===== src/rtl/busca_instrucao.sv =====
// Instruction-fetch stage of the 8-bit multicycle processor.
// Owns the PC and the instruction register, runs the request/valid
// handshake with instruction memory, splits the fetched byte into the
// fields used by the control unit and computes the next PC.
//
// state | meaning
// ------+-------------------------------------------------------------
// IDLE  | one-cycle gap after reset; memory responses are discarded
// REQ   | ImemReq high, ImemAddr = PC, waiting for ImemValid
// EXEC  | IR holds the instruction; control unit decodes it this cycle
// HALT  | processor stopped; only reset leaves this state
module busca_instrucao #(
  parameter int                ADDR_W   = 8,
  parameter logic [ADDR_W-1:0] RESET_PC = '0
) (
  input  logic              clock,
  input  logic              reset,
  // instruction memory
  output logic              ImemReq,
  output logic [ADDR_W-1:0] ImemAddr,
  input  logic              ImemValid,
  input  logic [7:0]        ImemData,
  // control unit / datapath
  input  logic              PCWrite,
  input  logic              Jump,
  input  logic              Cond,
  input  logic [1:0]        JumpValue,
  input  logic              Zero,
  input  logic [ADDR_W-1:0] JumpReg,
  input  logic [ADDR_W-1:0] BranchTarget,
  input  logic              Stall,
  // decoded instruction and status
  output logic [ADDR_W-1:0] PC,
  output logic [ADDR_W-1:0] PCPlus1,
  output logic [1:0]        Opcode,
  output logic [2:0]        Funct,
  output logic [1:0]        RegA,
  output logic [1:0]        RegB,
  output logic [4:0]        Imm,
  output logic              InstrValid,
  output logic              Halted
);

  typedef enum logic [1:0] {
    IDLE = 2'd0,
    REQ  = 2'd1,
    EXEC = 2'd2,
    HALT = 2'd3
  } state_t;

  state_t            state;
  state_t            state_next;

  logic [ADDR_W-1:0] pc;
  logic [ADDR_W-1:0] pc_plus1;
  logic [ADDR_W-1:0] pc_next;
  logic [ADDR_W-1:0] imm_ext;
  logic [7:0]        ir;

  // strobes produced by the FSM for the datapath registers
  logic              capture;
  logic              advance;
  logic              taken;

  // State register with synchronous reset
  always_ff @(posedge clock) begin
    if (reset) begin
      state <= IDLE;
    end else begin
      state <= state_next;
    end
  end

  // Next-state logic and register update strobes
  always_comb begin
    state_next = state;
    capture    = 1'b0;
    advance    = 1'b0;
    case (state)
      IDLE: begin
        // ImemValid deliberately ignored: flushes any stale response
        state_next = REQ;
      end
      REQ: begin
        if (ImemValid) begin
          capture    = 1'b1;
          state_next = EXEC;
        end
      end
      EXEC: begin
        // halt outranks stall so a stalled halt instruction still stops
        if (!PCWrite) begin
          state_next = HALT;
        end else if (!Stall) begin
          advance    = 1'b1;
          state_next = REQ;
        end
      end
      HALT: begin
        state_next = HALT;
      end
      default: begin
        state_next = IDLE;
      end
    endcase
  end

  // Program counter: loaded only when an instruction retires
  always_ff @(posedge clock) begin
    if (reset) begin
      pc <= RESET_PC;
    end else if (advance) begin
      pc <= pc_next;
    end
  end

  // Instruction register: captured on an accepted memory response
  always_ff @(posedge clock) begin
    if (reset) begin
      ir <= 8'h00;
    end else if (capture) begin
      ir <= ImemData;
    end
  end

  assign pc_plus1 = pc + ADDR_W'(1);
  assign imm_ext  = ADDR_W'(ir[5:1]);

  // Taken is gated by Jump first so an undriven Cond/JumpValue on a
  // non-jump instruction cannot disturb the sequential PC
  assign taken = Jump & (~Cond | Zero);

  // Next-PC selection
  always_comb begin
    pc_next = pc_plus1;
    if (taken) begin
      case (JumpValue)
        2'b00:   pc_next = imm_ext;
        2'b01:   pc_next = JumpReg;
        2'b10:   pc_next = BranchTarget;
        default: pc_next = pc_plus1;
      endcase
    end
  end

  assign ImemReq    = (state == REQ);
  assign ImemAddr   = pc;
  assign InstrValid = (state == EXEC);
  assign Halted     = (state == HALT);

  assign PC         = pc;
  assign PCPlus1    = pc_plus1;

  assign Opcode     = ir[7:6];
  assign RegA       = ir[5:4];
  assign RegB       = ir[3:2];
  assign Funct      = ir[2:0];
  assign Imm        = ir[5:1];

endmodule

===== config.mk =====
export PLATFORM = sky130hd
export DESIGN_NAME = busca_instrucao
export DESIGN_NICKNAME = d
export VERILOG_FILES = /design/src/rtl/busca_instrucao.sv
export SDC_FILE = /design/constraint.sdc
export NUM_CORES = 1
export LEC_CHECK = 0
export CAP_MARGIN = 10
export CORE_ASPECT_RATIO = 0.5
export CORE_MARGIN = 2
export CORE_UTILIZATION = 24
export DETAILED_ROUTE_END_ITERATION = 7
export PLACE_DENSITY = 0.58
export SYNTH_ARGS = -nofsm -noshare
export SYNTH_HDL_FRONTEND = slang
export SYNTH_SLANG_ARGS = --single-unit

===== constraint.sdc =====
create_clock -name clock -period 1.65 [get_ports clock]
set_input_delay 0.165 -clock clock [delete_from_list [all_inputs] [get_ports clock]]
set_output_delay 0.165 -clock clock [all_outputs]
set_load 0.1 [all_outputs]

* Yosys cells after proc, flatten, opt, wreduce, memory -nomap -nowiden
Cells that the tools add are included.
Cells by class: reductions and logical operators 3, bitwise operators 3, muxes and demuxes 11, add/sub/neg operators 1, equality and inequality tests 7
Operator list (number):
- 8-bit case mux with 3 select lines | 1
- 8-bit by 1-bit adder with 8-bit output (second input constant) | 1
- 8-bit 2-to-1 mux | 1
- 2-bit case mux with 4 select lines | 1
- 2-bit equality test (second input constant) | 3
- 2-bit 2-to-1 mux | 3
- 1-bit 2-to-1 mux | 5
- 2-bit by 1-bit equality test with 1-bit output (second input constant) | 2
- 2-bit logical NOT | 2
- 3-bit != test (second input constant) | 1
- 2-bit by 1-bit != test with 1-bit output (second input constant) | 1
- 2-bit AND reduction | 1
- 1-bit AND | 1
- 1-bit inverter | 1
- 1-bit bitwise OR | 1
Word-level totals: word-level logic and storage cells 28, bits of input ports 34, output and inout port bits 41, flip-flop bits (word level) 18

* Logic depth before layout (Yosys ltp)
Gate-level depths: netlist (run 1).
depth in word-level cells 4, mapped depth 6, depth with buffers taken out 5

* Worst setup path after synthesis (run 1)
OpenSTA, ideal clock, no wires.
path type reg2reg, from reg pc[0], in the netlist ImemAddr[0], to reg pc[4], in the netlist ImemAddr[4], library setup time 0.070 ns, slack -2.003 ns, period minus slack after synthesis 3.653 ns, path buffers 0, arrival 3.583 ns, cell stages (with the launch flop) 6, data required time 1.580 ns, path through dfxtp_1 ha_1 nand3_1 xnor2_1 o211ai_1 a21oi_1
Between the ends: cells in the longest elaborated chain, start to end 3
RTL lines:
- from (decl) | RTL line 54 | logic [ADDR_W-1:0] pc;
- from (signal assigned) | RTL line 113 | pc <= pc_next;
- 8-bit by 1-bit adder with 8-bit output * | RTL line 126 | assign pc_plus1 = pc + ADDR_W'(1);
- named net PCPlus1[4] | RTL line 34 | output logic [ADDR_W-1:0] PCPlus1,
- 8-bit case mux with 3 select lines | RTL line 137 | case (JumpValue)
- 8-bit 2-to-1 mux * | RTL line 136 | if (taken) begin
Mark *: on every way through the listed nets, which the timed path passes. The rest lies on a longest branch. A chain may end at the register's enable or synchronous reset.

* Final worst setup path (run 1)
from reg pc[1], in the netlist ImemAddr[1], to out PCPlus1[7]
Between the ends: cells in the longest elaborated chain, start to end 1
RTL lines (RTL line):
- 8-bit by 1-bit adder with 8-bit output | 126
- to (decl) | 34
Every way passes these cells.

==> flow_summary_export.csv, run 1 <==
group,metric,value,unit
final_layout,utilization,54.0,%
floorplan,rows,18,
clock_tree,hold_buffers,0,
grt,grt_max_degree,12,
final_layout,seqCellArea,387,sq um
final_layout,area_growth,116,%
timing,fin_tns_setup,0,ps
clock_tree,h-tree-depth,1,
routing,drt-vias-per-instance,4.51,
critical_path,critical_path_class,"reg2out",
logic_synthesis,yosysTopAreaCell,"dfxtp_1",
critical_path,critPathLaunchType,"flip-flop",
clock_tree,clk_latency,250,ps
timing,rsz0062_at_grt,"true",
placement,placed_area,2550,sq um
timing,final-hold-violation-count,0,
logic_synthesis,synth_top_family_by_area,"simple AND/OR/NAND/NOR gates",
critical_path,cp.required,1480,ps
routing,routed_wl,3930,microns
final_layout,fillers,456,
timing,period_share,97.3,%
final_layout,multi_input_area,836,sq um
clock_tree,cts_made_buffers,3,
floorplan,ios,75,
routing,drcViolationCount,0,
timing,max_freq,623,MHz
logic_synthesis,synth_area,1220,sq um
clock_tree,cts_tree,"done",
critical_path,ff2ff_path_depth,5,
timing,period_minus_slack,1600,ps
logic_synthesis,synthAdderAreaFrac,1.02,%
logic_synthesis,synth_cell_types,41,
logic_synthesis,seq_area_frac_synth,29.4,%
grt,grt_pass1_vias,1262,
run_status,status,"finished, final reports clean",
placement,io_buffer_count,74,
logic_synthesis,yosysWarningCount,0,
critical_path,crit_start,"ImemAddr[1]",
floorplan,start_util,24.9,%
routing,drtPass1Iterations,4,
grt,antenna_found_initial,0,
logic_synthesis,synth_mux_area_share,4.91,%
grt,track_usage,13.3,%
clock_tree,clkSlewWorstSetupHoldPaths,70,ps
floorplan,core,4910,sq um
logic_synthesis,syn_avg_cell_area,7.70,sq um
power_and_ir_drop,cellLeakagePower,1.00,nW
timing,tightest_slew,433,ps
timing,clock_skew,1.54,ps
logic_synthesis,ys_ff_latch,18,
critical_path,r2r_start,"ImemAddr[1]",
critical_path,arrival,1440,ps
routing,ant_nets,0,
final_layout,antennaDiodeCount,0,
logic_synthesis,syn_inst,159,
grt,grt_pass1_wl,5980,microns
logic_synthesis,synthSimpleGateAreaFrac,26.3,%
timing,slew_violations,0,
final_layout,drive_gt1_share,39.7,%
critical_path,worstReg2RegEnd,"ImemAddr[6]",
floorplan,fp.dieH,54.5,microns
clock_tree,cts.sinks,18,
timing,slew_headroom,71.0,%
placement,gp_congestion,0.827,
logic_synthesis,yosysTopAreaCellShare,29.4,%
logic_synthesis,synth_compound_area_share,21.0,%
final_layout,final_net_count,268,
final_layout,stdcell_area,2650,sq um
logic_synthesis,synthXorXnorAreaFrac,3.58,%
worst_hold_path,min_path_type,"in2reg",
flow_run,maxCapViolations,0,
routing,drt_iter0_drc,55,
critical_path,ff2ff_setup_slack,110,ps
routing,vias,1363,
grt,grt_overflow,0,
placement,dpl.hpwl,3170,microns
floorplan,die_w,105,microns
power_and_ir_drop,ir_drop,0.000313,V
logic_synthesis,yosys-top-cells-area,"dfxtp_1 (29%), buf_4 (8.6%), nand2_1 (8.0%)",
critical_path,critPathMaxFanout,6,
floorplan,die_area,5720,sq um
power_and_ir_drop,power.total,0.00139,W
timing,setup_viol,0,
critical_path,cp-end-kind,"primary output",
clock_tree,clockRootBuffer,"clkbuf_8",
logic_synthesis,synth.net_count,194,
routing,wl_per_cell,13.0,microns
clock_tree,clk_path_buf_depth,2,
power_and_ir_drop,power_density,524,nW/um^2
critical_path,cp-endpoint,"PCPlus1[7]",
per-stage QoR:
| stage | hold WS, ps | setup WS, ps | std cells |
|---|---|---|---|
| after floorplan | 294 | -256 | 159 |
| after global placement | 447 | 45.1 | 294 |
| after detailed placement | 460 | 13.3 | 294 |
| after CTS | 454 | 0.332 | 301 |
| after global routing | 476 | -6.15 | 302 |
| final | 461 | 45.0 | 302 |
per-layer routing:
layer	GRT usage [%]	vias to the layer above	part of all wire, %
met2	24.2	36	52
li1	-	697	-
met5	0	-	0
met1	16.3	624	43
met3	2.86	6	3.8
met4	4.00	0	0.79
cells in the mapped netlist, drive strengths merged:
library cell / n
a211o: 1
a211oi: 2
a21o: 1
a21oi: 11
a221oi: 1
a2bb2oi: 1
a311oi: 1
a31oi: 7
and2: 2
and2b: 1
and3: 4
and4: 1
buf: 21
clkbuf: 4
dfxtp: 18
ha: 1
inv: 2
mux2i: 6
nand2: 26
nand2b: 2
nand3: 9
nand4bb: 1
nor2: 8
nor2b: 3
nor3: 1
nor3b: 2
o2111ai: 1
o211ai: 2
o21ai: 5
o22ai: 1
o2bb2ai: 4
o32a: 1
or2: 2
or4: 1
xnor2: 4
xor2: 1
state kept, by name (all words and copies together), names as in the netlist:
signal and flops:
ir 8, ImemAddr 8, state 2
layout by cell type (no fill, tap or decap), drive strengths merged, types with 5 or more instances in the layout:
| cell type | instances |
|---|---|
| nand2 | 26 |
| a31oi | 7 |
| dfxtp | 18 |
| mux2i | 6 |
| o21ai | 5 |
| buf | 61 |
| nor2 | 8 |
| clkdlybuf4s50 | 33 |
| a21oi | 11 |
| nand3 | 9 |
worst min-delay path by stage:
stage	startpoint	to	slack (ps)	cells past startpoint
floorplan	ImemData[2]	ir[2]	290	2
CTS	ImemData[2]	ir[2]	450	3
detailed placement	ir[0]	ir[0]	460	2
global route	ImemData[1]	ir[1]	480	3
global placement	ir[0]	ir[0]	450	2
finish	ImemData[2]	ir[2]	460	3
cells by family after synthesis:
logic type / after synthesis
AND/OR/NAND/NOR: 63
flip-flops: 18
multiplexers: 6
AO/OA/AOI/OAI: 39
adder cells (fa/ha/maj): 1
XOR/XNOR: 5
buffers and inverters: 27
worst max-delay path, cell delays in order, from the launching register on:
cell and delay [ps]:
dfxtp_4 380, and3_4 220, and4_1 160, or2_4 260, buf_12 170
cell type report:
class                      instances  share of cell area (%)
inverter                           2                   0.283
tap                               70                    3.31
timing repair buffer              94                    48.2
sequential                        18                    14.6
clock buffer                       4                    2.08
multi-input combinational        114                    31.6
where the power goes:
group / switching, W / internal (W) / leakage (nW) / total, W
registers: 0.0000290 / 0.000443 / 0.153 / 0.000472
clock network: 0.000140 / 0.000212 / 0.0288 / 0.000351
logic: 0.000325 / 0.000241 / 0.822 / 0.000566
total: 0.000494 / 0.000895 / 1.00 / 0.00139
timing repair:
action / CTS / global route
pin swaps: 1 / 4
setup endpoints to repair: 2 / 2
buffers inserted: 3 / 1
resized for setup: 3 / 2
cloned: 0 / 0
Power figures use the tool's default switching activity.
==> run 2: changes to the inputs <==
--- a/config.mk
+++ b/config.mk
@@ -6,11 +6,13 @@
 export NUM_CORES = 1
 export LEC_CHECK = 0
 export CAP_MARGIN = 10
+export CELL_PAD_IN_SITES_DETAIL_PLACEMENT = 1
+export CELL_PAD_IN_SITES_GLOBAL_PLACEMENT = 1
 export CORE_ASPECT_RATIO = 0.5
 export CORE_MARGIN = 2
 export CORE_UTILIZATION = 24
 export DETAILED_ROUTE_END_ITERATION = 7
-export PLACE_DENSITY = 0.58
+export PLACE_DENSITY = 0.79
 export SYNTH_ARGS = -nofsm -noshare
 export SYNTH_HDL_FRONTEND = slang
 export SYNTH_SLANG_ARGS = --single-unit
==> run 2 against run 1 <==
  * Wire length is 34% higher
  * Sequential power barely moved
  * Final cell count is 2.6% higher
  * Via count rose by 7.6%
  * Clock power up 5%
  * Power rose by 2.9%
  * Clock skew up 3.2 ps
  * Core utilization rose by 1.5 points
  * Critical path type unchanged
  * Largest cell class unchanged
  * Largest power group unchanged
==> flow_summary_export.csv, run 2 (same netlist as run 1, synthesis figures left out) <==
group,metric,value,unit
power_and_ir_drop,cellLeakagePower,1.06,nW
critical_path,ff2ff_path_depth,5,
placement,dpl.hpwl,3910,microns
grt,use_met2,35.5,%
worst_hold_path,min_path_type,"in2reg",
critical_path,cp-end-kind,"primary output",
clock_tree,cts_made_buffers,3,
critical_path,critPathLaunchType,"flip-flop",
placement,io_buffer_count,74,
power_and_ir_drop,combPwrFrac,41.0,%
floorplan,die_area,5720,sq um
clock_tree,cts.sinks,18,
run_status,status,"finished, final reports clean",
worst_hold_path,holdPathStages,3,
routing,drt_iter0_drc,27,
grt,met3_usage,3.21,%
floorplan,ios,75,
critical_path,cp.required,1480,ps
final_layout,layout_commonest_cell,"buf_12",
critical_path,r2r_start,"ImemAddr[0]",
power_and_ir_drop,power.total,0.00143,W
clock_tree,clkSlewWorstSetupHoldPaths,70,ps
timing,period_minus_slack,1640,ps
floorplan,core,4910,sq um
power_and_ir_drop,power_density,526,nW/um^2
power_and_ir_drop,power.internal,0.000903,W
grt,grt_max_degree,12,
clock_tree,cts_tree,"done",
final_layout,drive_gt1_share,40.8,%
flow_run,maxCapViolations,0,
final_layout,most-common-layout-cells,"buf_12 (40), clkdlybuf4s50_1 (33), buf_4 (28), nand2_1 (26), a21oi_1 (11)",
timing,clock_skew,4.75,ps
timing,fin_tns_setup,0,ps
timing,slew_violations,0,
routing,drtPass1Iterations,4,
timing,max_freq,611,MHz
power_and_ir_drop,ir_drop,0.000345,V
clock_tree,h-tree-depth,1,
grt,met1_usage,20.3,%
grt,grt_pass1_vias,1480,
routing,vias,1467,
grt,grt-busiest-layer,"met2",
routing,drt-vias-per-instance,4.73,
critical_path,critPathMaxFanout,6,
critical_path,critical_path_class,"reg2out",
grt,track_usage,17.5,%
final_layout,antennaDiodeCount,0,
timing,layout_setup_ws,14.0,ps
routing,wl_per_cell,17.0,microns
final_layout,area_growth,122,%
clock_tree,clk_path_buf_depth,2,
final_layout,final_net_count,276,
clock_tree,clockRootBuffer,"clkbuf_8",
grt,antenna_found_initial,0,
grt,grt_pass1_wl,7880,microns
timing,tightest_slew,402,ps
grt,grt_overflow,0,
clock_tree,clk_latency,260,ps
placement,gp_congestion,0.828,
power_and_ir_drop,switching_share,36.9,%
critical_path,ff2ff_setup_slack,110,ps
floorplan,rows,18,
timing,period_share,99.2,%
power_and_ir_drop,seq_power_share,33.1,%
routing,ant_nets,0,
critical_path,arrival,1470,ps
floorplan,die_w,105,microns
worst_hold_path,worstHoldStart,"ImemData[4]",
critical_path,worstReg2RegEnd,"ImemAddr[6]",
timing,setup_viol,0,
timing,final-hold-violation-count,0,
placement,dp_slack,-39.8,ps
worst_hold_path,whs_endpoint,"ir[4]",
routing,routed_wl,5260,microns
power_and_ir_drop,p_clk_share,25.9,%
floorplan,start_util,24.9,%
routing,drcViolationCount,0,
floorplan,fp.dieH,54.5,microns
timing,slew_headroom,73.1,%
power_and_ir_drop,switchingPower,0.000527,W
[run 2: cell count changes in the layout (fill, tap and decap cells not counted), sizes merged]
| cell | previous run | this run |
|---|---|---|
| dlymetal6s2s | 0 | 1 |
| buf | 61 | 68 |
[run 2: cell type report]
| type | instances | area [sq um] |
|---|---|---|
| multi-input combinational | 114 | 830 |
| sequential | 18 | 387 |
| clock buffer | 4 | 55.1 |
| tap | 70 | 87.6 |
| inverter | 2 | 7.51 |
| fill | 547 | 2190 |
| timing repair buffer | 102 | 1350 |
[run 2: power groups by stage]
stage	clock, W	combinational (W)	sequential [W]
finish	0.000370	0.000586	0.000474
detailed placement	0	0.000575	0.000485
floorplan	0	0.000251	0.000559
global route	0.000393	0.000609	0.000477
CTS	0.000375	0.000584	0.000475
global placement	0	0.000565	0.000482
[run 2: worst max path at each step]
stage          slack, ps          end         start
4_1_cts                2   PCPlus1[7]   ImemAddr[2]
6_report              10   PCPlus1[7]   ImemAddr[5]
3_5_place_dp         -40  ImemAddr[5]  JumpValue[1]
3_3_place_gp          40  ImemAddr[5]  JumpValue[0]
5_1_grt              -10   PCPlus1[4]   ImemAddr[0]
2_1_floorplan       -260  ImemAddr[4]   ImemAddr[1]
[run 2: critical path, stage by stage, from the launching register on]
cell,delay [ps]
dfxtp_4,350
and3_4,200
and4_1,230
or2_4,270
buf_12,170
[run 2: timing repair]
action	in CTS	in global routing
hold endpoints to repair	0	0
pin swaps	1	3
buffers inserted	5	7
resized for setup	4	0
setup endpoints to repair	3	2
hold buffers	0	0
[run 2: layer usage]
layer,routed length [microns],up-vias
li1,-,716
met1,2200,722
met4,21,0
met5,0,-
met3,148,2
met2,2890,27
[run 2: stage by stage]
| step | hold slack, ps | std cells | cell area, sq um | util (%) |
|---|---|---|---|---|
| 2_1_floorplan | 294 | 159 | 1390 | - |
| 3_3_place_gp | 450 | 294 | 2560 | 52.1 |
| 3_5_place_dp | 480 | 294 | 2560 | 52.1 |
| 4_1_cts | 452 | 303 | 2660 | 54.2 |
| 5_1_grt | 461 | 310 | 2720 | 55.4 |
| 6_report | 453 | 310 | 2720 | 55.4 |
==> run 3: changes to the inputs <==
--- a/config.mk
+++ b/config.mk
@@ -11,8 +11,9 @@
 export CORE_ASPECT_RATIO = 0.5
 export CORE_MARGIN = 2
 export CORE_UTILIZATION = 24
+export CTS_CLUSTER_SIZE = 28
 export DETAILED_ROUTE_END_ITERATION = 7
-export PLACE_DENSITY = 0.79
+export PLACE_DENSITY_LB_ADDON = 0.1
 export SYNTH_ARGS = -nofsm -noshare
 export SYNTH_HDL_FRONTEND = slang
 export SYNTH_SLANG_ARGS = --single-unit
==> run 3 against run 2 <==
  * Final cell count is 2.3% lower
  * Combinational power is 1% lower
  * Worst hold slack worse by 3.0 ps
  * Sequential power about the same
  * Core utilization shrank 0.71 points
  * Power shrank 0.70%
  * Sequential share of layout area grew 0.19 points
  * Critical path type unchanged
==> flow_summary_export.csv, run 3 (same netlist as run 1, synthesis figures left out) <==
group,metric,value,unit
final_layout,most-common-layout-cells,"buf_12 (41), clkdlybuf4s50_1 (33), nand2_1 (26), buf_4 (20), a21oi_1 (11)",
power_and_ir_drop,cellLeakagePower,1.01,nW
routing,vias,1408,
routing,drt-vias-per-instance,4.65,
final_layout,utilization,54.7,%
grt,grt_overflow,0,
routing,drtPass1Iterations,4,
critical_path,crit_buf_inv,1,
clock_tree,clockRootBuffer,"clkbuf_8",
timing,period_share,97.6,%
routing,drt_iter0_drc,23,
timing,clock_skew,3.53,ps
clock_tree,cts_made_buffers,3,
final_layout,layout_commonest_cell,"buf_12",
clock_tree,hold_buffers,0,
floorplan,core,4910,sq um
clock_tree,clk_path_buf_depth,2,
timing,tightest_slew,310,ps
routing,ant_nets,0,
final_layout,drive_gt1_share,39.9,%
critical_path,arrival,1450,ps
timing,final-hold-violation-count,0,
critical_path,crit_chain,"and3_4, and4_1, or2_4, buf_12",
critical_path,cpMaxStageDelayCell,"dfxtp_4",
floorplan,die_w,105,microns
timing,hold_ws,450,ps
timing,setup_viol,0,
placement,gp_congestion,0.808,
critical_path,crit_path_max_incr_delay,360,ps
clock_tree,cts.sinks,18,
grt,antenna_found_initial,0,
critical_path,critPathLaunchType,"flip-flop",
critical_path,cp-end-kind,"primary output",
floorplan,fp.dieH,54.5,microns
floorplan,ios,75,
grt,grt_max_degree,19,
floorplan,start_util,24.9,%
grt,grt_pass1_wl,6990,microns
routing,drcViolationCount,0,
final_layout,antennaDiodeCount,0,
final_layout,area_growth,119,%
clock_tree,h-tree-depth,1,
clock_tree,clk_latency,250,ps
final_layout,final_net_count,269,
floorplan,rows,18,
worst_hold_path,min_path_type,"in2reg",
placement,dpl.hpwl,3620,microns
grt,grt_pass1_vias,1406,
clock_tree,cts_tree,"done",
critical_path,cp.required,1480,ps
run_status,status,"finished, final reports clean",
timing,period_minus_slack,1610,ps
timing,max_freq,621,MHz
power_and_ir_drop,power_density,529,nW/um^2
timing,slew_headroom,79.3,%
power_and_ir_drop,ir_drop,0.000290,V
floorplan,die_area,5720,sq um
placement,io_buffer_count,74,
clock_tree,clkSlewWorstSetupHoldPaths,70,ps
critical_path,critPathTopFamily,"simple AND/OR/NAND/NOR gates",
routing,wl_per_cell,14.7,microns
critical_path,critPathMaxFanout,6,
grt,track_usage,15.8,%
timing,slew_violations,0,
routing,routed_wl,4450,microns
flow_run,maxCapViolations,0,
critical_path,critical_path_class,"reg2out",
[run 3: cell count changes in the layout (fill, tap and decap cells not counted), sizes merged]
| cell | delta |
|---|---|
| buf | -6 |
| dlymetal6s2s | -1 |
[run 3: metrics by stage]
stage                     instances  worst slack, ps  power (W)  setup TNS, ps  area, sq um
final                           303             39.6    0.00142              0         2690
after global routing            303            -5.73    0.00149          -9.45         2690
after CTS                       300            -16.8    0.00143          -16.8         2650
after detailed placement        296             -118    0.00106           -196         2590
after global placement          296             17.9    0.00106              0         2590
after floorplan                 159             -256   0.000810          -1040         1390
[run 3: power breakdown]
part | total (W) | leakage (nW) | internal [W] | switching (W)
Clock | 0.000366 | 0.0288 | 0.000212 | 0.000154
Combinational | 0.000580 | 0.833 | 0.000251 | 0.000330
Sequential | 0.000473 | 0.153 | 0.000443 | 0.0000304
Total | 0.00142 | 1.01 | 0.000905 | 0.000514
[run 3: final cells by class]
| cell class | instances | area, sq um |
|---|---|---|
| timing repair buffer | 95 | 1310 |
| inverter | 2 | 7.51 |
| clock buffer | 4 | 55.1 |
| tap | 70 | 87.6 |
| multi-input combinational | 114 | 836 |
| sequential | 18 | 387 |
| fill | 566 | 2220 |
[run 3: tightest hold or removal path, cell delays in order]
cell and delay, ps:
clkdlybuf4s50_1 390, nand2_1 50, a21oi_1 50
[run 3: path summary, 6_finish.rpt]
path	startpoint	endpoint	slack, ps	depth (start not counted)
worst max-delay path	ImemAddr[1]	PCPlus1[7]	40	4
worst min-delay path	ImemData[7]	ir[7]	450	3
worst max register to register	ImemAddr[0]	ImemAddr[6]	90	5
worst min register to register	ir[7]	ir[7]	500	2
[run 3: repair_timing]
action,in CTS,in global routing
gates resized for setup,3,3
setup buffers,0,3
setup endpoints to repair,4,4
pin swaps,1,1
[run 3: layer usage]
layer / part of all wire (%) / vias to the layer above / wire, microns / global-route usage (%)
met5: 0 / - / 0 / 0
met4: 0.47 / 0 / 21 / 2.00
met3: 5.6 / 2 / 249 / 5.00
met2: 51 / 34 / 2250 / 31.1
met1: 43 / 674 / 1920 / 17.8
li1: - / 698 / - / -
